File: src/rtl/mem_req_ctrl.sv
// Request controller for the 8-entry byte memory: buffers host read/write requests in a FIFO,
// issues them one at a time on registered memory pins and returns read data.
// Optional macro MEM_REQ_CTRL_ADDR_CHECK_EN adds an err output and drops out-of-range requests.
module mem_req_ctrl #(
    parameter int FIFO_DEPTH = 4,
    parameter int MEM_DEPTH  = 8,
    parameter int ADDR_W     = 8,
    parameter int DATA_W     = 8
) (
    input  logic              clk,
    input  logic              rst_n,
    input  logic              req_valid,
    output logic              req_ready,
    input  logic              req_write,
    input  logic [ADDR_W-1:0] req_addr,
    input  logic [DATA_W-1:0] req_wdata,
    output logic              rsp_valid,
    input  logic              rsp_ready,
    output logic [DATA_W-1:0] rsp_data,
    output logic              enable,
    output logic              read,
    output logic              write,
    output logic [ADDR_W-1:0] raddr,
    output logic [ADDR_W-1:0] waddr,
    output logic [DATA_W-1:0] wdata,
    input  logic [DATA_W-1:0] rdata,
    output logic              busy
`ifdef MEM_REQ_CTRL_ADDR_CHECK_EN
    ,
    output logic              err
`endif
);

    localparam int PTR_W   = $clog2(FIFO_DEPTH);
    localparam int CNT_W   = PTR_W + 1;
    localparam int ENTRY_W = 1 + ADDR_W + DATA_W;

    // Bad parameterisations are caught at elaboration rather than misbehaving silently.
    generate
        if ((FIFO_DEPTH < 2) || ((FIFO_DEPTH & (FIFO_DEPTH - 1)) != 0)) begin : g_bad_fifo_depth
            $error("mem_req_ctrl: FIFO_DEPTH must be a power of 2 and >= 2");
        end
        if ((MEM_DEPTH < 1) || ((ADDR_W < 31) && (MEM_DEPTH > (1 << ADDR_W)))) begin : g_bad_mem_depth
            $error("mem_req_ctrl: MEM_DEPTH must fit in the ADDR_W address space");
        end
    endgenerate

    typedef enum logic [2:0] {
        IDLE,
        WR_ISSUE,
        RD_ISSUE,
        RD_WAIT,
        RSP
    } state_t;

    state_t              r_state;
    logic [ENTRY_W-1:0]  r_fifo [FIFO_DEPTH];
    logic [PTR_W-1:0]    r_wr_ptr;
    logic [PTR_W-1:0]    r_rd_ptr;
    logic [CNT_W-1:0]    r_count;

    logic                r_enable;
    logic                r_read;
    logic                r_write;
    logic [ADDR_W-1:0]   r_raddr;
    logic [ADDR_W-1:0]   r_waddr;
    logic [DATA_W-1:0]   r_wdata;
    logic                r_rsp_valid;
    logic [DATA_W-1:0]   r_rsp_data;

    logic                w_full;
    logic                w_empty;
    logic                w_push;
    logic                w_pop;
    logic                w_head_write;
    logic [ADDR_W-1:0]   w_head_addr;
    logic [DATA_W-1:0]   w_head_data;

    assign w_full  = (r_count == CNT_W'(FIFO_DEPTH));
    assign w_empty = (r_count == '0);
    // No bypass: a full FIFO refuses a push even when the FSM pops in the same cycle.
    assign w_push  = req_valid && !w_full;
    assign {w_head_write, w_head_addr, w_head_data} = r_fifo[r_rd_ptr];

    // The FSM consumes the head whenever it is free to start a new request.
    always_comb begin
        w_pop = 1'b0;
        if (!w_empty) begin
            case (r_state)
                IDLE, WR_ISSUE: w_pop = 1'b1;
                RSP:            w_pop = rsp_ready;
                default:        w_pop = 1'b0;
            endcase
        end
    end

    // Storage has no reset so it can map onto plain RAM; only the pointers are cleared.
    always_ff @(posedge clk) begin
        if (w_push) begin
            r_fifo[r_wr_ptr] <= {req_write, req_addr, req_wdata};
        end
    end

    always_ff @(posedge clk or negedge rst_n) begin
        if (!rst_n) begin
            r_wr_ptr <= '0;
            r_rd_ptr <= '0;
            r_count  <= '0;
        end else begin
            if (w_push) begin
                r_wr_ptr <= r_wr_ptr + 1'b1;
            end
            if (w_pop) begin
                r_rd_ptr <= r_rd_ptr + 1'b1;
            end
            case ({w_push, w_pop})
                2'b10:   r_count <= r_count + 1'b1;
                2'b01:   r_count <= r_count - 1'b1;
                default: r_count <= r_count;
            endcase
        end
    end

`ifdef MEM_REQ_CTRL_ADDR_CHECK_EN
    localparam logic [ADDR_W:0] MEM_LIMIT = (ADDR_W + 1)'(MEM_DEPTH);

    logic w_head_bad;
    logic r_err;

    assign w_head_bad = ({1'b0, w_head_addr} >= MEM_LIMIT);
    assign err        = r_err;
`endif

    always_ff @(posedge clk or negedge rst_n) begin
        if (!rst_n) begin
            r_state     <= IDLE;
            r_enable    <= 1'b0;
            r_read      <= 1'b0;
            r_write     <= 1'b0;
            r_raddr     <= '0;
            r_waddr     <= '0;
            r_wdata     <= '0;
            r_rsp_valid <= 1'b0;
            r_rsp_data  <= '0;
`ifdef MEM_REQ_CTRL_ADDR_CHECK_EN
            r_err       <= 1'b0;
`endif
        end else begin
            r_enable <= 1'b0;
            r_read   <= 1'b0;
            r_write  <= 1'b0;
`ifdef MEM_REQ_CTRL_ADDR_CHECK_EN
            r_err    <= 1'b0;
`endif
            case (r_state)
                IDLE: begin
                    r_state <= IDLE;
                end
                WR_ISSUE: begin
                    r_state <= IDLE;
                end
                RD_ISSUE: begin
                    r_state <= RD_WAIT;
                end
                RD_WAIT: begin
                    r_rsp_data  <= rdata;
                    r_rsp_valid <= 1'b1;
                    r_state     <= RSP;
                end
                RSP: begin
                    if (rsp_ready) begin
                        r_rsp_valid <= 1'b0;
                        r_state     <= IDLE;
                    end
                end
                default: begin
                    r_state <= IDLE;
                end
            endcase

            // Issuing the popped head overrides the per-state defaults above.
            if (w_pop) begin
`ifdef MEM_REQ_CTRL_ADDR_CHECK_EN
                if (w_head_bad) begin
                    r_err <= 1'b1;
                    if (w_head_write) begin
                        r_state <= IDLE;
                    end else begin
                        r_rsp_valid <= 1'b1;
                        r_rsp_data  <= '1;
                        r_state     <= RSP;
                    end
                end else
`endif
                if (w_head_write) begin
                    r_enable <= 1'b1;
                    r_write  <= 1'b1;
                    r_waddr  <= w_head_addr;
                    r_wdata  <= w_head_data;
                    r_state  <= WR_ISSUE;
                end else begin
                    r_enable <= 1'b1;
                    r_read   <= 1'b1;
                    r_raddr  <= w_head_addr;
                    r_state  <= RD_ISSUE;
                end
            end
        end
    end

    assign req_ready = !w_full;
    assign busy      = !w_empty || (r_state != IDLE);
    assign enable    = r_enable;
    assign read      = r_read;
    assign write     = r_write;
    assign raddr     = r_raddr;
    assign waddr     = r_waddr;
    assign wdata     = r_wdata;
    assign rsp_valid = r_rsp_valid;
    assign rsp_data  = r_rsp_data;

endmodule

File: config.mk
export PLATFORM = sky130hd
export DESIGN_NAME = mem_req_ctrl
export DESIGN_NICKNAME = d
export VERILOG_FILES = /design/src/rtl/mem_req_ctrl.sv
export SDC_FILE = /design/constraint.sdc
export NUM_CORES = 1
export LEC_CHECK = 0
export CORE_MARGIN = 1
export CORE_UTILIZATION = 57
export CTS_CLUSTER_DIAMETER = 150
export CTS_CLUSTER_SIZE = 12
export DETAILED_ROUTE_END_ITERATION = 12
export PLACE_DENSITY = 0.84
export SLEW_MARGIN = 40
export SYNTH_ARGS = -nofsm -noshare
export SYNTH_HDL_FRONTEND = slang
export SYNTH_SLANG_ARGS = --single-unit
File: constraint.sdc
create_clock -name clk -period 4.15 [get_ports clk]
set_input_delay 0.83 -clock clk [delete_from_list [all_inputs] [get_ports clk]]
set_output_delay 0.83 -clock clk [all_outputs]
set_load 0.01 [all_outputs]
==> results by group <==
Place
  – Worst setup slack after placement: 0.9625 ns
  – # port buffers: 66
  – Placer's final routability congestion estimate: 0.7206
  – Placed inst area: 5154 µm²
  – Dpl cells: 381
  – DP Wirelength: 4.507 mm

Critical path
  – Worst endpoint required time: 3.32 ns
  – Chain of cells forming the critical path: or3_1 > or4_1 > clkdlybuf4s50_1
  – Arrival @ worst endpoint: 2.31 ns
  – Kind of end point of the critical path: primary output
  – Crit start category: flop
  – Slowest cell on the critical path: sky130_fd_sc_hd__clkdlybuf4s50_1
  – Worst setup path category: flop to primary output
  – Delay of the slowest cell on the worst path: 0.50 ns
  – Biggest fanout along the worst timing path: 5

Synthesis
  – Async set-or-reset flop fraction in the synthesized netlist: 40.35%
  – Most frequently used flop master after synthesis: sky130_fd_sc_hd__edfxtp_1
  – Sequential-to-total area share from yosys stat: 72.98%
  – Cell variety after synth: 33
  – Number of enable-type register cells in the synthesized netlist: 68
  – #FFs+latches synth: 114
  – Post-Synthesis Net Count: approximately 250
  – Synthesized area divided by synthesized cell count: roughly 20 µm²
  – Dominant cell type by area after synthesis: sky130_fd_sc_hd__edfxtp_1
  – Top cells by area in the synthesized netlist: sky130_fd_sc_hd__edfxtp_1 (47%), sky130_fd_sc_hd__dfrtp_1 (26%), sky130_fd_sc_hd__mux2_2 (8.5%)
  – Number of synthesis warnings: 0
  – Cell area after technology mapping: 4375 µm²
  – Number of cells produced by synthesis: 219
  – Area share of the leading cell type in the synthesized netlist: 46.67%

CTS
  – Clock latency of the later-clocked register in the worst-skew pair: 0.51 ns
  – Resized cells post-CTS: 0
  – Clk root buf: sky130_fd_sc_hd__clkbuf_8
  – TritonCTS clock tree: done
  – Number of clock buffers inserted by TritonCTS: 17
  – Number of buffers inserted by post-CTS setup repair: 0
  – # hold bufs at CTS: 0
  – Clock transition at the registers of the reported paths: 0.05 ns
  – Max Buffers Root-to-Sink: 2
  – H-tree depth: 4
  – Clock sink count: 114

Route
  – Amount of wire on met2 after detailed routing: 3.992 mm
  – Number of vias per cell: roughly 5.5
  – Vias after detailed routing: 2276
  – Post-DR wirelength/cell: 18.34 µm
  – Met3 wire length: approximately 320 µm
  – Met1 layer wirelength in the final routing: around 3.1 mm
  – Number of nets still failing antenna checks after routing: 0
  – Highest metal used: met4
  – Total wirelength of the detailed-routed design: 7.594 mm
  – DRT iter0 DRCs: 86
  – Number of iterations in the first detailed-routing pass: 4
  – DRC violation count after routing: 0

Power
  – Pleak: 2.177 nW
  – Power density cells: 833.1 nW/µm²
  – Worst voltage drop across the vdd grid: roughly 0.00047 V

Flow run
  – Max-cap violations: 0

Finish
  – Count of nets after finishing: 337
  – Final cell utilization of the core: 78.26%
  – Non-filler cells, final: 414
  – Final instance area: 5737 µm²
  – Area Overhead vs Synth: 31.11%
  – Fillers: 378
  – Number of diodes: 0
  – Share of cells above drive strength 1: 26.03%

Timing
  – Final hold viol count: 0
  – Fraction of the cycle the final worst path needs: 75.72%
  – RSZ-0062 raised after global routing: false
  – Headroom to the max-slew limit: about three fifths
  – Post-Route Skew: 0.006858 ns
  – Max-slew violations: 0
  – Final setup violation count: 0
  – Shortest clock period the worst path allows after layout: 3.142 ns
  – Peak Freq: 0.3182 GHz
  – Final worst-path setup slack: 1.008 ns
  – Least-Margin Pin Slew: 0.5810 ns
  – Sum of negative setup slack: 0 ns

Global route
  – Total congestion overflow: 0
  – Pin count of the biggest net entering global routing: 47
  – Number of global-route vias before repair: 2395
  – GRT Total Usage: between 20% and 30%
  – Global-route wire length before repair: 12.19 mm
  – Initial antenna violation count: 0

Die
  – Effective utilization at floorplan: slightly below 60%
  – Chip Height: 89.62 µm
  – # rows: 31
  – CORE AREA: 7331 µm²
  – Overall die width: 89.62 µm
  – Floorplan die area: 8031 µm²
  – Top-level I/O count: 67

Min path
  – Class of the most critical hold timing path: input pin to asynchronous set/reset pin

Status
  – Run status: finished, final reports clean
per-stage QoR:
step	hold WS [ns]	total power [mW]
after floorplan	0.4700	2.749
after global placement	0.4848	3.333
after detailed placement	0.4946	3.408
after CTS	0.3279	4.829
after global routing	0.3670	5.042
final	0.3230	4.780
routing by layer:
metal	track usage (%)	up-vias
met2	37.67	74
met3	6.673	11
met1	26.61	1172
met5	0	-
met4	10.68	0
li1	-	1019
kinds of logic (layout without fill, tap and decap cells):
family / Yosys count / after routing / synth area share (%)
buffers and inverters: 15 / 111 / 1.487
flip-flops: 114 / 114 / 72.98
XOR/XNOR: 6 / 6 / 1.201
AND/OR/NAND/NOR: 20 / 20 / 2.631
multiplexers: 51 / 51 / 18.07
adder cells (fa/ha/maj): 6 / 6 / 1.887
AO/OA/AOI/OAI: 7 / 7 / 1.744
cells in the mapped netlist (all sizes together), types with 3 or more instances:
library cell  count
edfxtp           68
dfrtp            46
mux2             33
mux4             17
inv               9
ha                5
and3              4
buf               3
clkbuf            3
nand2             3
nor2              3
xnor2             3
xor2              3
cells in the final DEF (no fill, tap or decap), drive strengths merged, types with 3 or more instances in the layout:
master and n:
nand2 3, xnor2 3, xor2 3, bufinv 3, and3 4, clkbuf 20
nor2 3, ha 5, clkinv 6, buf 5, clkdlybuf4s50 65, dfrtp 46
clkinvlp 3, inv 9, mux2 33, mux4 17, edfxtp 68
report_power, final:
part	internal (mW)	leakage [nW]	switching, mW
Clock	0.919	0.276	0.466
Sequential	1.60	1.17	0.177
Combinational	0.905	0.734	0.711
Total	3.42	2.18	1.35
state kept, by name (all words and copies together), names as in the netlist, 2 cells and up:
name,count
rsp_data,8
r_rd_ptr,2
r_fifo,68
waddr,8
wdata,8
r_state,3
raddr,8
r_count,3
r_wr_ptr,2
final cells by class:
class                           count  area [µm²]  area share [%]
Clock buffer                       20       435.4           7.590
Clock inverter                     12       140.1           2.443
Inverter                            9       33.78          0.5889
Multi-Input combinational cell     90        1122           19.56
Sequential cell                   114        3193           55.66
Tap cell                           99       123.9           2.159
Timing Repair Buffer               70       688.2           12.00
critical path, delay by kind of cell, from the launching register on:
family / cells / cell delay, ns
buf+inv: 1 / 0.50
simple gates: 2 / 0.89
flops: 1 / 0.42
worst paths after layout:
kind / endpoint / cells after the start / slack, ns / from
worst max-delay path: busy / 3 / 1.01 / r_count[0]
worst min-delay path: waddr[6] / 1 / 0.32 / rst_n
worst max register to register: raddr[4] / 5 / 1.65 / r_rd_ptr[0]
worst min register to register: waddr[2] / 1 / 0.50 / waddr[2]
max in group asynchronous: wdata[2] / 1 / 3.43 / rst_n
min in group clk: waddr[2] / 1 / 0.50 / waddr[2]
No activity file was read; power rests on OpenSTA's default activity.
==> variant 1, RTL diff (config.mk and constraints unchanged) <==
Reset style: synchronous (`rst_n`), changed in 2 clocked blocks.
--- a/src/rtl/mem_req_ctrl.sv
+++ b/src/rtl/mem_req_ctrl.sv
@@ -103,3 +103,3 @@
 
-    always_ff @(posedge clk or negedge rst_n) begin
+    always_ff @(posedge clk) begin
         if (!rst_n) begin
@@ -133,3 +133,3 @@
 
-    always_ff @(posedge clk or negedge rst_n) begin
+    always_ff @(posedge clk) begin
         if (!rst_n) begin
Check against the original RTL: differs if rst_n is asserted again (counterexample within 4 cycles, from zero or initial values and one cycle with rst_n low); with rst_n held inactive, the same outputs for 4 cycles.
==> variant 1 against the original RTL <==
- synthesized cell count up 33%
- highest routed layer unchanged
- final area is 0.15% lower
- non-clock buffer count decreased by 2
- combinational power down 35%
- power shrank 15%
- synthesized area grew 0.66%
- routed wire length grew 11%
- sequential cell count is 2 higher
- count of clock-buffer cells in the layout down 3
- setup slack gained 0.35 ns
==> variant 1: results (changes against the original RTL) <==
[outcome]
status = finished clean

[synth]
synthTopCellsByCount = 68 x edfxtp_1, 48 x dfxtp_1, 31 x nand2_1
syn_area_per_cell_um2 = 15.1  ; -24%
ys_types = 34  ; +3.0%
synth.mux.area_fraction = 0.127  ; -0.0535

[worst_setup_path]
path_max_fanout = 4  ; -1
r2r-start = r_count[2]
critPathArrivalTime_ns = 1.97  ; -0.34 ns
regToRegEndpoint = r_count[2]
critical-path-max-stage-delay_ns = 0.48  ; -0.02 ns
worstSetupStartpoint = r_count[0]

[route]
wl_met3_um = 535  ; +65%
routed_via_density = 5.53  ; +0.62%
met2WireLength_um = 4290  ; +7.4%
wl_met1_um = 3440  ; +9.5%
drt_iter0_markers = 116  ; +35%
wl_per_cell_um = 17.7  ; -3.3%

[power]
leakage_uw = 0.00210  ; -3.5%

[timing]
worstMarginPinSlew_ns = 0.571  ; -0.00984 ns
fin_worst_skew_ns = 0.00748  ; +0.000619 ns
fmax_mhz = 358  ; +12%

[final_layout]
nets = 397  ; +18%
final_cells = 474  ; +14%

[placed_design]
hpwl_um = 4740  ; +5.2%

[global_routing]
grt.met3_usage = 0.0668  ; +0.000108

[hold_path]
holdCritPathClass = reg2reg

variant 1: worst reg2reg max path: cells and delay by family, from the launching register on:
| kind | cells | cell delay [ns] |
|---|---|---|
| compound gates | 1 | 0.17 |
| xor+xnor | 1 | 0.17 |
| fa+ha+maj | 2 | 0.55 |
| flops | 1 | 0.36 |
| buf+inv | 2 | 0.15 |
| simple gates | 3 | 0.99 |
variant 1: logic make-up after synthesis:
kind of cell,count (synthesis)
and+or+nand+nor,80
adders and majority gates,6
muxes,34
buffers and inverters,24
AOI/OAI and AO/OA,27
xor gates and xnor gates,4
DFF,116
variant 1: cell type report:
class                           count  area, um^2
Timing Repair Buffer               68         693
Tap cell                           99         124
Inverter                            8        30.0
Clock buffer                       17         414
Multi-Input combinational cell    151        1270
Sequential cell                   116        3000
Clock inverter                     15         193
Fill cell                         415        1640
variant 1: report_power, final:
group	switching [uW]	internal, uW	total [uW]
clock network	548	929	1480
registers	116	1430	1550
logic	514	532	1050
total	1180	2900	4070
==> variant 2, RTL diff (same flow settings) <==
Without the edit above. Add a define of `MEM_REQ_CTRL_ADDR_CHECK_EN`.
--- a/src/rtl/mem_req_ctrl.sv
+++ b/src/rtl/mem_req_ctrl.sv
@@ -3,2 +3,4 @@
 // Optional macro MEM_REQ_CTRL_ADDR_CHECK_EN adds an err output and drops out-of-range requests.
+`define MEM_REQ_CTRL_ADDR_CHECK_EN
+
 module mem_req_ctrl #(
Function (old outputs only; new: err): changed (a bounded check fails within 4 cycles, from zero or initial values and one cycle with rst_n low).
==> variant 2 against the original RTL <==
- critical path type is now in2reg
- final area down 0.79%
- final cell count up 5.8%
- die area down 0.96%
- power down 15%
- critical endpoint is now raddr[1]
- sequential power down 7%
- setup slack better by 0.42 ns
- synthesized cell count up 13%
- maximum frequency up 15%
- synthesized area down 0.97%
- clock power up 5%
- utilization down 0.20 points
- non-clock buffer count down 2
- routed wire length up 9.8%
- sequential cell count up 1
==> variant 2: results (changes against the original RTL) <==
[route]
wl_met3_um = 495  ; +53%
num_vias = 2386  ; +4.8%
routed_via_density = 5.45  ; -0.91%
met2WireLength_um = 4340  ; +8.6%
drt_iter0_markers = 95  ; +10%
wl_per_cell_um = 19.0  ; +3.8%
wl_met1_um = 3390  ; +8.2%

[power]
ir_drop_v = 0.000379  ; -20%
pg_comb_uw = 962  ; -41%
leakage_uw = 0.00227  ; +4.1%
p_int_uw = 2970  ; -13%
p_clk_uw = 1460  ; +5%
seq_power_uw = 1660  ; -7%

[worst_setup_path]
r2r-start = r_rd_ptr[1]
critPathArrivalTime_ns = 3.11  ; +0.80 ns
crit_family = compound AO/OA/AOI/OAI gates
worstSetupStartpoint = rsp_ready
slowest_stage = nor2b_1
path_max_fanout = 10  ; +5
critical-path-max-stage-delay_ns = 0.60  ; +0.10 ns

[timing]
fin_worst_skew_ns = 0.00819  ; +0.00133 ns
relSlewSlack = 0.550  ; -0.0627

[placed_design]
hpwl_um = 4910  ; +8.9%
placed_cells = 406  ; +6.6%
port_buffers = 67  ; +1.5%
dpl_cell_area_um2 = 5090  ; -1.3%
post-place-ws_ns = 0.892  ; -0.0702 ns

[synth]
syn_area_per_cell_um2 = 17.5  ; -12%
synth.area.top_cells = edfxtp_1 47%, dfrtp_1 27%, mux4_2 6.8%
async_reset_ff_frac = 0.409  ; +0.00519
ys_seq_area_frac = 0.743  ; +0.0129
syn_nets = 282  ; +11%
synthTopCellsByCount = 68 x edfxtp_1, 47 x dfrtp_1, 23 x nand2_1

[global_routing]
grt.met3_usage = 0.0849  ; +0.0182
antenna_found_initial = 0  ; unchanged
grt_use_met2 = 0.405  ; +0.0279
grt_max_degree = 48  ; +2.1%
gr-usage-all-layers = 0.239  ; +0.0154
grt_pass1_vias = 2580  ; +7.7%
grt_pass1_wl_um = 12900  ; +5.5%

[final_layout]
fillCellCount = 434  ; +15%
drive_gt1_frac = 0.189  ; -0.0715
nets = 361  ; +7.1%

[outcome]
status = finished clean

[variant 2: cell families after synthesis]
group,synth area share
AOI/OAI and AO/OA,0.0153
xor gates and xnor gates,0.0121
adders and majority gates,0.0191
buffers and inverters,0.0173
DFF,0.743
muxes,0.109
and+or+nand+nor,0.0846
[variant 2: layout make-up]
cell class | count | area [um^2] | area share
clock buffers | 21 | 439 | 0.0772
clock inverters | 11 | 159 | 0.0279
inverters | 8 | 30.0 | 0.00528
multi-input cells | 116 | 1040 | 0.184
flip-flops and latches | 115 | 3220 | 0.566
well taps | 99 | 124 | 0.0218
repair buffers | 68 | 676 | 0.119
[variant 2: final timing paths]
kind | to | slack, ns | depth (start not counted)
worst max-delay path | raddr[1] | 1.42 | 6
worst min-delay path | rsp_data[7] | 0.33 | 1
worst max register to register | raddr[1] | 1.45 | 5
worst min register to register | waddr[5] | 0.48 | 1
max in group asynchronous | r_rd_ptr[1] | 3.39 | 1
min in group clk | waddr[5] | 0.48 | 1
